$ cat src/rtl/dsp_path_router_pkg.sv
// Shared types and constants for the DSP path router: FSM states, source
// indices and the width arithmetic used by the per-channel scaler.
package dsp_path_pkg;

  typedef enum logic [1:0] {
    FADE_IN  = 2'd0,
    RUN      = 2'd1,
    FADE_OUT = 2'd2,
    SWITCH   = 2'd3
  } state_t;

  localparam int MODE_ADC        = 0;
  localparam int MODE_CORDIC     = 1;
  localparam int MODE_FULL       = 2;
  localparam int MODE_ADC_CORDIC = 3;
  localparam int MODE_GEN        = 4;

  // Right shift that brings a sample*gain product back down to the DAC width.
  function automatic int scale_shift(input int iw, input int dw, input int gw);
    return gw + iw - dw;
  endfunction

endpackage

$ cat src/rtl/dsp_path_router_if.sv
// Source-side and DAC-side signal bundle of the DSP path router.
interface dsp_path_router_if #(
  parameter int NCH  = 2,
  parameter int NSRC = 5,
  parameter int IW   = 16,
  parameter int DW   = 14,
  parameter int MW   = 3
);
  // Strobe handshake, no back-pressure: a sample moves on every clock where
  // its src_valid bit is high, dac_valid marks exactly one output word, and a
  // one-cycle mode_stb is answered by mode_busy rising or a mode_err pulse.
  logic [NSRC*NCH*IW-1:0] src_data;
  logic [NSRC-1:0]        src_valid;
  logic [MW-1:0]          mode_req;
  logic                   mode_stb;
  logic                   fmt_offset;
  logic [MW-1:0]          mode_cur;
  logic                   mode_busy;
  logic                   mode_err;
  logic [NCH*DW-1:0]      dac_data;
  logic                   dac_valid;

  modport master (
    output src_data, src_valid, mode_req, mode_stb, fmt_offset,
    input  mode_cur, mode_busy, mode_err, dac_data, dac_valid
  );

  modport slave (
    input  src_data, src_valid, mode_req, mode_stb, fmt_offset,
    output mode_cur, mode_busy, mode_err, dac_data, dac_valid
  );
endinterface

$ cat src/rtl/dsp_path_scale.sv
// One output channel: gain multiply (S2), then round-half-up, saturate to
// DAC width and optional offset-binary flip (S3).
module dsp_path_scale
  import dsp_path_pkg::*;
#(
  parameter int IW = 16,
  parameter int DW = 14,
  parameter int GW = 6
) (
  input  logic                 sys_clk,
  input  logic                 rst_n,
  input  logic                 en_s2,
  input  logic                 en_s3,
  input  logic signed [IW-1:0] sample,
  input  logic [GW:0]          gain,
  input  logic                 fmt_offset,
  output logic [DW-1:0]        word
);
  localparam int PW = IW + GW + 2;
  localparam int SH = scale_shift(IW, DW, GW);
  localparam logic signed [PW-1:0] RND    = PW'(1) << (SH - 1);
  localparam logic signed [PW-1:0] SAT_HI = (PW'(1) << (DW - 1)) - PW'(1);
  localparam logic signed [PW-1:0] SAT_LO = ~SAT_HI;
  localparam logic [DW-1:0] W_HI = {1'b0, {(DW-1){1'b1}}};
  localparam logic [DW-1:0] W_LO = {1'b1, {(DW-1){1'b0}}};

  logic signed [PW-1:0] samp_ext, gain_ext, prod_q, prod_d, rnd, shifted;
  logic [DW-1:0]        sat, word_q, word_d;

  always_comb begin
    samp_ext = {{(PW-IW){sample[IW-1]}}, sample};
    gain_ext = {{(PW-GW-1){1'b0}}, gain};
    prod_d   = en_s2 ? samp_ext * gain_ext : prod_q;
    rnd      = prod_q + RND;
    shifted  = rnd >>> SH;
    // Only positive full scale can round past the top of the DAC range.
    if (shifted > SAT_HI)      sat = W_HI;
    else if (shifted < SAT_LO) sat = W_LO;
    else                       sat = shifted[DW-1:0];
    word_d = en_s3 ? (sat ^ {fmt_offset, {(DW-1){1'b0}}}) : word_q;
  end

  always_ff @(posedge sys_clk or negedge rst_n) begin
    if (!rst_n) begin
      prod_q <= '0;
      word_q <= '0;
    end else begin
      prod_q <= prod_d;
      word_q <= word_d;
    end
  end

  assign word = word_q;
endmodule

$ cat src/rtl/dsp_path_router.sv
// Source selector in front of the DAC: click-free fade-out/switch/fade-in on
// every mode change, then per-channel gain, round, saturate and format.
module dsp_path_router
  import dsp_path_pkg::*;
#(
  parameter int NCH  = 2,
  parameter int NSRC = 5,
  parameter int IW   = 16,
  parameter int DW   = 14,
  parameter int GW   = 6,
  parameter int MW   = 3
) (
  input  logic             sys_clk,
  input  logic             rst_n,
  dsp_path_router_if.slave bus,
  output state_t           fsm_state
);
  localparam logic [GW:0] GAIN_MAX = {1'b1, {GW{1'b0}}};

  state_t               state_q, state_d;
  logic [GW:0]          gain_q, gain_d;
  logic [MW-1:0]        mode_cur_q, mode_cur_d, mode_pend_q, mode_pend_d;
  logic                 err_q, err_d, req_ok;
  logic                 s1_valid_q, s1_valid_d, s2_valid_q, s2_valid_d;
  logic                 s3_valid_q, s3_valid_d;
  logic signed [IW-1:0] s1_data_q [NCH];
  logic signed [IW-1:0] s1_data_d [NCH];
  logic [DW-1:0]        dac_word  [NCH];

  always_comb begin
    state_d     = state_q;
    gain_d      = gain_q;
    mode_cur_d  = mode_cur_q;
    mode_pend_d = mode_pend_q;
    req_ok      = (int'(bus.mode_req) < NSRC);
    // Requests are only taken in RUN; anything else is dropped and flagged.
    err_d       = bus.mode_stb && ((state_q != RUN) || !req_ok);
    case (state_q)
      FADE_IN: begin
        if (gain_q < GAIN_MAX) gain_d = gain_q + 1'b1;
        if (gain_d == GAIN_MAX) state_d = RUN;
      end
      RUN: begin
        if (bus.mode_stb && req_ok) begin
          mode_pend_d = bus.mode_req;
          state_d     = FADE_OUT;
        end
      end
      FADE_OUT: begin
        if (gain_q != '0) gain_d = gain_q - 1'b1;
        if (gain_d == '0) state_d = SWITCH;
      end
      SWITCH: begin
        mode_cur_d = mode_pend_q;
        state_d    = FADE_IN;
      end
      default: state_d = FADE_IN;
    endcase
  end

  always_comb begin
    s1_valid_d = bus.src_valid[mode_cur_q];
    for (int c = 0; c < NCH; c++) begin
      s1_data_d[c] = s1_valid_d ? bus.src_data[(int'(mode_cur_q)*NCH + c)*IW +: IW]
                                : s1_data_q[c];
    end
    s2_valid_d = s1_valid_q;
    s3_valid_d = s2_valid_q;
  end

  always_ff @(posedge sys_clk or negedge rst_n) begin
    if (!rst_n) begin
      state_q     <= FADE_IN;
      gain_q      <= '0;
      mode_cur_q  <= '0;
      mode_pend_q <= '0;
      err_q       <= 1'b0;
      s1_valid_q  <= 1'b0;
      s2_valid_q  <= 1'b0;
      s3_valid_q  <= 1'b0;
      for (int c = 0; c < NCH; c++) s1_data_q[c] <= '0;
    end else begin
      state_q     <= state_d;
      gain_q      <= gain_d;
      mode_cur_q  <= mode_cur_d;
      mode_pend_q <= mode_pend_d;
      err_q       <= err_d;
      s1_valid_q  <= s1_valid_d;
      s2_valid_q  <= s2_valid_d;
      s3_valid_q  <= s3_valid_d;
      for (int c = 0; c < NCH; c++) s1_data_q[c] <= s1_data_d[c];
    end
  end

  for (genvar c = 0; c < NCH; c++) begin : g_ch
    dsp_path_scale #(.IW(IW), .DW(DW), .GW(GW)) u_scale (
      .sys_clk    (sys_clk),
      .rst_n      (rst_n),
      .en_s2      (s1_valid_q),
      .en_s3      (s2_valid_q),
      .sample     (s1_data_q[c]),
      .gain       (gain_q),
      .fmt_offset (bus.fmt_offset),
      .word       (dac_word[c])
    );
    assign bus.dac_data[c*DW +: DW] = dac_word[c];
  end

  assign bus.mode_cur  = mode_cur_q;
  assign bus.mode_busy = (state_q != RUN);
  assign bus.mode_err  = err_q;
  assign bus.dac_valid = s3_valid_q;
  assign fsm_state     = state_q;
endmodule

$ cat src/flat_wrapper.sv
// flat-port wrapper written by rule: the top's interface ports become plain ports
module dsp_path_router_flat import dsp_path_pkg::*;
#(
  parameter int NCH  = 2,
  parameter int NSRC = 5,
  parameter int IW   = 16,
  parameter int DW   = 14,
  parameter int GW   = 6,
  parameter int MW   = 3
)
  (sys_clk, rst_n, fsm_state, bus_src_data, bus_src_valid, bus_mode_req, bus_mode_stb, bus_fmt_offset, bus_mode_cur, bus_mode_busy, bus_mode_err, bus_dac_data, bus_dac_valid);
  dsp_path_router_if #(.NCH(NCH), .NSRC(NSRC), .IW(IW), .DW(DW), .MW(MW)) bus_i ();
  input  logic sys_clk;
  input  logic rst_n;
  output state_t fsm_state;
  input wire logic [$bits(bus_i.src_data)-1:0] bus_src_data;
  input wire logic [$bits(bus_i.src_valid)-1:0] bus_src_valid;
  input wire logic [$bits(bus_i.mode_req)-1:0] bus_mode_req;
  input wire logic [$bits(bus_i.mode_stb)-1:0] bus_mode_stb;
  input wire logic [$bits(bus_i.fmt_offset)-1:0] bus_fmt_offset;
  output wire logic [$bits(bus_i.mode_cur)-1:0] bus_mode_cur;
  output wire logic [$bits(bus_i.mode_busy)-1:0] bus_mode_busy;
  output wire logic [$bits(bus_i.mode_err)-1:0] bus_mode_err;
  output wire logic [$bits(bus_i.dac_data)-1:0] bus_dac_data;
  output wire logic [$bits(bus_i.dac_valid)-1:0] bus_dac_valid;
  assign bus_i.src_data = bus_src_data;
  assign bus_i.src_valid = bus_src_valid;
  assign bus_i.mode_req = bus_mode_req;
  assign bus_i.mode_stb = bus_mode_stb;
  assign bus_i.fmt_offset = bus_fmt_offset;
  assign bus_mode_cur = bus_i.mode_cur;
  assign bus_mode_busy = bus_i.mode_busy;
  assign bus_mode_err = bus_i.mode_err;
  assign bus_dac_data = bus_i.dac_data;
  assign bus_dac_valid = bus_i.dac_valid;
  dsp_path_router #(.NCH(NCH), .NSRC(NSRC), .IW(IW), .DW(DW), .GW(GW), .MW(MW)) u_core (.sys_clk(sys_clk), .rst_n(rst_n), .bus(bus_i), .fsm_state(fsm_state));
endmodule
$ cat config.mk
export PLATFORM = sky130hd
export DESIGN_NAME = dsp_path_router_flat
export DESIGN_NICKNAME = d
export VERILOG_FILES = /design/src/rtl/dsp_path_router_pkg.sv /design/src/rtl/dsp_path_router_if.sv /design/src/rtl/dsp_path_scale.sv /design/src/rtl/dsp_path_router.sv /design/src/flat_wrapper.sv
export SDC_FILE = /design/constraint.sdc
export NUM_CORES = 1
export LEC_CHECK = 0
export BUFFER_PORTS_ARGS = -buffer_cell sky130_fd_sc_hd__buf_4
export CORE_UTILIZATION = 45
export DETAILED_ROUTE_END_ITERATION = 16
export MAX_ROUTING_LAYER = met4
export PLACE_DENSITY = 0.65
export SLEW_MARGIN = 30
export SYNTH_ARGS = -nofsm -noshare
export SYNTH_HDL_FRONTEND = slang
export SYNTH_SLANG_ARGS = --single-unit
$ cat constraint.sdc
create_clock -name sys_clk -period 8.2 [get_ports sys_clk]
set_input_delay 0.41 -clock sys_clk [delete_from_list [all_inputs] [get_ports sys_clk]]
set_output_delay 0.41 -clock sys_clk [all_outputs]
set_load 0.01 [all_outputs]
==> results.md <==
- Status: completed
- Setup CP Type: reg -> reg
- Synth warnings: 0
- Ratio of cells with drive above 1 in the final layout: 19.2%
- Critical Path AT: roughly 5.8 ns
- Port Buffers: 207
- Min-delay worst type: in -> async
- Initial antenna violation count: 1
- Clock Latency Late Sink: 0.42 ns
- Dpl hpwl: 30000 µm
- Largest family of logic cells by synthesized area: adder cells
- Crit share post-route: 66.8%
- Startpoint types: flip-flop
- Slew Limit Fails: 0
- Setup TNS: 0 ns
- Synth-to-Final Area Change: 17.2%
- Die Ht: 182 µm
- Vias in the first global route: between 10000 and 15000
- Clock-pin slew on the worst setup and hold paths: 0.06 ns
- Die W: 182 µm
- Htree depth: 4
- Wire per inst: about 18 µm
- Cts hold-fix bufs: 0
- Seq/Total Area, Yosys: 19.4%
- Synth async-reset ratio: 100%
- Largest net degree at the start of global routing: 66
- Synth Net Count: 2001
- Iteration-0 DRC Markers: 590
- DRC viols: 0
- CTS buffer count: 17
- Die ar.: ~0.033 mm²
- I/O Pins: 208
- Root Buffer: clkbuf_16
- FMAX: ~0.18 GHz
- Post-synth EDFFs: 0
- Final GP Congestion: 0.887
- RSZ-0062 raised after global routing: no
- Gr usage total: 24.2%
- Nets: 2171
- Final ANT Viol Nets: 0
- XOR/XNOR Fraction of Synth Area: under 10%
- Core Rows: 65
- Core area: ~0.032 mm²
- Synth Area in Simple Gates: 17.1%
- Global-route wire length before repair: 61600 µm
- Syn Inst Count: 1558
- Worst setup path startpoint: u_core.gain_q[3]$_DFFE_PN0P_
- # resized after CTS: 0
- Overflow after GRT: 0
- Post-synthesis mux area share: between 6 and 7%
- Vias per Instance: 5.35
- Worst-path fanout max: 27
- Max-cap violation count: 0
- Synthesis-stage register bit count: 113
- Final hold violations: 0
- Period minus WS final: 5.48 ns
- Cell-by-cell listing of the critical path: buf_4 > nand2_1 > fa_1 > fa_1 > inv_1 > fa_1 > inv_1 > fa_1 > inv_1 > ha_1 > a21oi_1 > o21ai_0 > a211oi_1 > o31ai_1 > a311oi_1 > o31ai_1
- Post-DP Area: 0.0165 mm²
- Routed WL: 37600 µm
- Slowest CP cell: o31ai_1
- R2R cell count: 16
- Worst R2R End: u_core.g_ch[1].u_scale.prod_q[19]$_DFFE_PN0P_
- Main flop type after synthesis: dfrtp_1
- Non-Filler Cell Area, Final: between 0.015 and 0.02 mm²
- Vias post-DR: 11500
- Final setup violation count: 0
- Worst slew margin: a little over 40%
- Mapped cell area: 0.0146 mm²
- CP Capture Type: flip-flop
- Final worst slack: 2.72 ns
- Yosys cell types: 79
- Initial core utilization: 46.1%
- Req. time, crit path: 8.52 ns
- Compound-Gate Fraction of Synth Area: 12.6%
- Max Buffers Root-to-Sink: 2
- Postcts setup bufs: 0
- Avg Inst Size Synth: 9.38 µm²
- TritonCTS clock tree: built
- Least-Margin Pin Slew: 0.893 ns
- Hold Slack: 0.00749 ns
- Dpl ws: 2.71 ns
- Clk_skew: 0.0114 ns
- Synth Area in Adders: 32.0%
- R2r setup slk: between 2 and 3 ns
- First-pass DRT Iterations: 5
- Reg-to-Reg Start: u_core.gain_q[3]$_DFFE_PN0P_
- Critical path's largest stage delay: 0.72 ns
- CP dominant cell by count: fa_1
- Clock Sinks: 113
==> worst max-delay path by stage <==
stage	slack (ns)	endpoint	cells after the start
floorplan	3.11	u_core.g_ch[0].u_scale.prod_q[20]$_DFFE_PN0P_	15
global placement	2.80	u_core.g_ch[1].u_scale.prod_q[15]$_DFFE_PN0P_	16
detailed placement	2.71	u_core.g_ch[1].u_scale.prod_q[15]$_DFFE_PN0P_	16
CTS	2.69	u_core.g_ch[1].u_scale.prod_q[15]$_DFFE_PN0P_	16
global route	2.38	u_core.g_ch[1].u_scale.prod_q[19]$_DFFE_PN0P_	16
finish	2.72	u_core.g_ch[1].u_scale.prod_q[19]$_DFFE_PN0P_	16
==> cells in the mapped netlist, drive strengths merged, types with 4 or more instances <==
library cell,number,share of area [%]
a2111o,4,0.31
clkbuf,61,1.6
nor4,5,0.32
dfrtp,113,19
ha,101,8.7
o211ai,5,0.26
a22oi,35,1.8
nor2b,7,0.30
nand4,9,0.53
a311oi,4,0.28
inv,260,6.7
o22ai,6,0.26
mux2,20,1.5
fa,170,23
o21bai,5,0.26
a21o,10,0.51
o31ai,10,0.51
o22a,26,1.6
o311ai,7,0.47
xnor2,35,2.1
xor2,25,1.5
nand3,27,0.93
o21a,6,0.31
nor2,74,1.9
nand3b,4,0.21
or3,5,0.21
and2,179,7.7
o21ai,50,1.8
and3,8,0.34
o221ai,7,0.46
a211o,4,0.24
nor3,16,0.62
nand2b,6,0.26
buf,10,0.35
mux4,33,5.1
a21oi,35,1.2
a211oi,9,0.53
a31oi,6,0.26
nand2,122,3.1
==> through the flow <==
step                instances  utilization (%)
floorplan                1558                -
global placement         2110             52.0
detailed placement       2110             52.0
CTS                      2142             53.9
global route             2144             54.0
finish                   2144             54.0
==> final cells by class <==
type | count | area [µm²]
Antenna cell | 1 | 2.50
Sequential cell | 113 | 2830
Fill cell | 2908 | 14600
Inverter | 261 | 980
Multi-Input combinational cell | 1113 | 10500
Clock inverter | 12 | 134
Tap cell | 402 | 503
Timing Repair Buffer | 222 | 1690
Clock buffer | 20 | 457
==> sequential cells by signal (all words and copies together), names as in the netlist <==
| signal | count |
|---|---|
| u_core.mode_pend_q | 3 |
| u_core.bus.mode_cur | 3 |
| u_core.fsm_state | 2 |
| u_core.s2_valid_q | 1 |
| u_core.s1_valid_q | 1 |
| u_core.gain_q | 7 |
| u_core.bus.dac_valid | 1 |
| u_core.g_ch.u_scale.prod_q | 34 |
| u_core.s1_data_q | 32 |
| u_core.g_ch.u_scale.word | 28 |
| u_core.bus.mode_err | 1 |
==> cells by family after synthesis <==
family                   count (synthesis)
XOR/XNOR                                60
AO/OA/AOI/OAI                          254
flip-flops                             113
multiplexers                            55
adder cells (fa/ha/maj)                271
buffers and inverters                  332
AND/OR/NAND/NOR                        473
==> cells in the final DEF (no fill, tap or decap), drive strengths merged, types with 7 or more instances in the layout <==
cell type and instances:
a22oi 35, o22a 26, nor2 74, mux2 20, and3 8, o21ai 50, xnor2 35, xor2 25
o31ai 10, o221ai 7, a21oi 35, a211oi 9, nand2 122, dfrtp 113, nand4 9, mux4 33
inv 261, buf 222, and2 179, ha 101, fa 170, nand3 27, nor3 16, nor2b 7
a21o 10, clkbuf 20, o311ai 7
==> routing by layer <==
| layer | up-vias | global-route usage, % | wire length (µm) |
|---|---|---|---|
| li1 | 5481 | - | - |
| met1 | 5590 | 33.1 | 17600 |
| met3 | 38 | 3.19 | 1860 |
| met4 | 0 | 7.97 | 1010 |
| met5 | - | - | 0 |
| met2 | 360 | 37.2 | 17100 |
==> critical path, delay by kind of cell, from the launching register on <==
family / cells / cell delay [ns]
compound gates: 6 / 1.72
buf+inv: 4 / 0.51
fa+ha+maj: 5 / 2.36
simple gates: 1 / 0.13
flops: 1 / 0.64
Power is left out: the tool's default activity adds up to more than one toggle a clock period on the data nets, which glitch-free logic cannot reach.
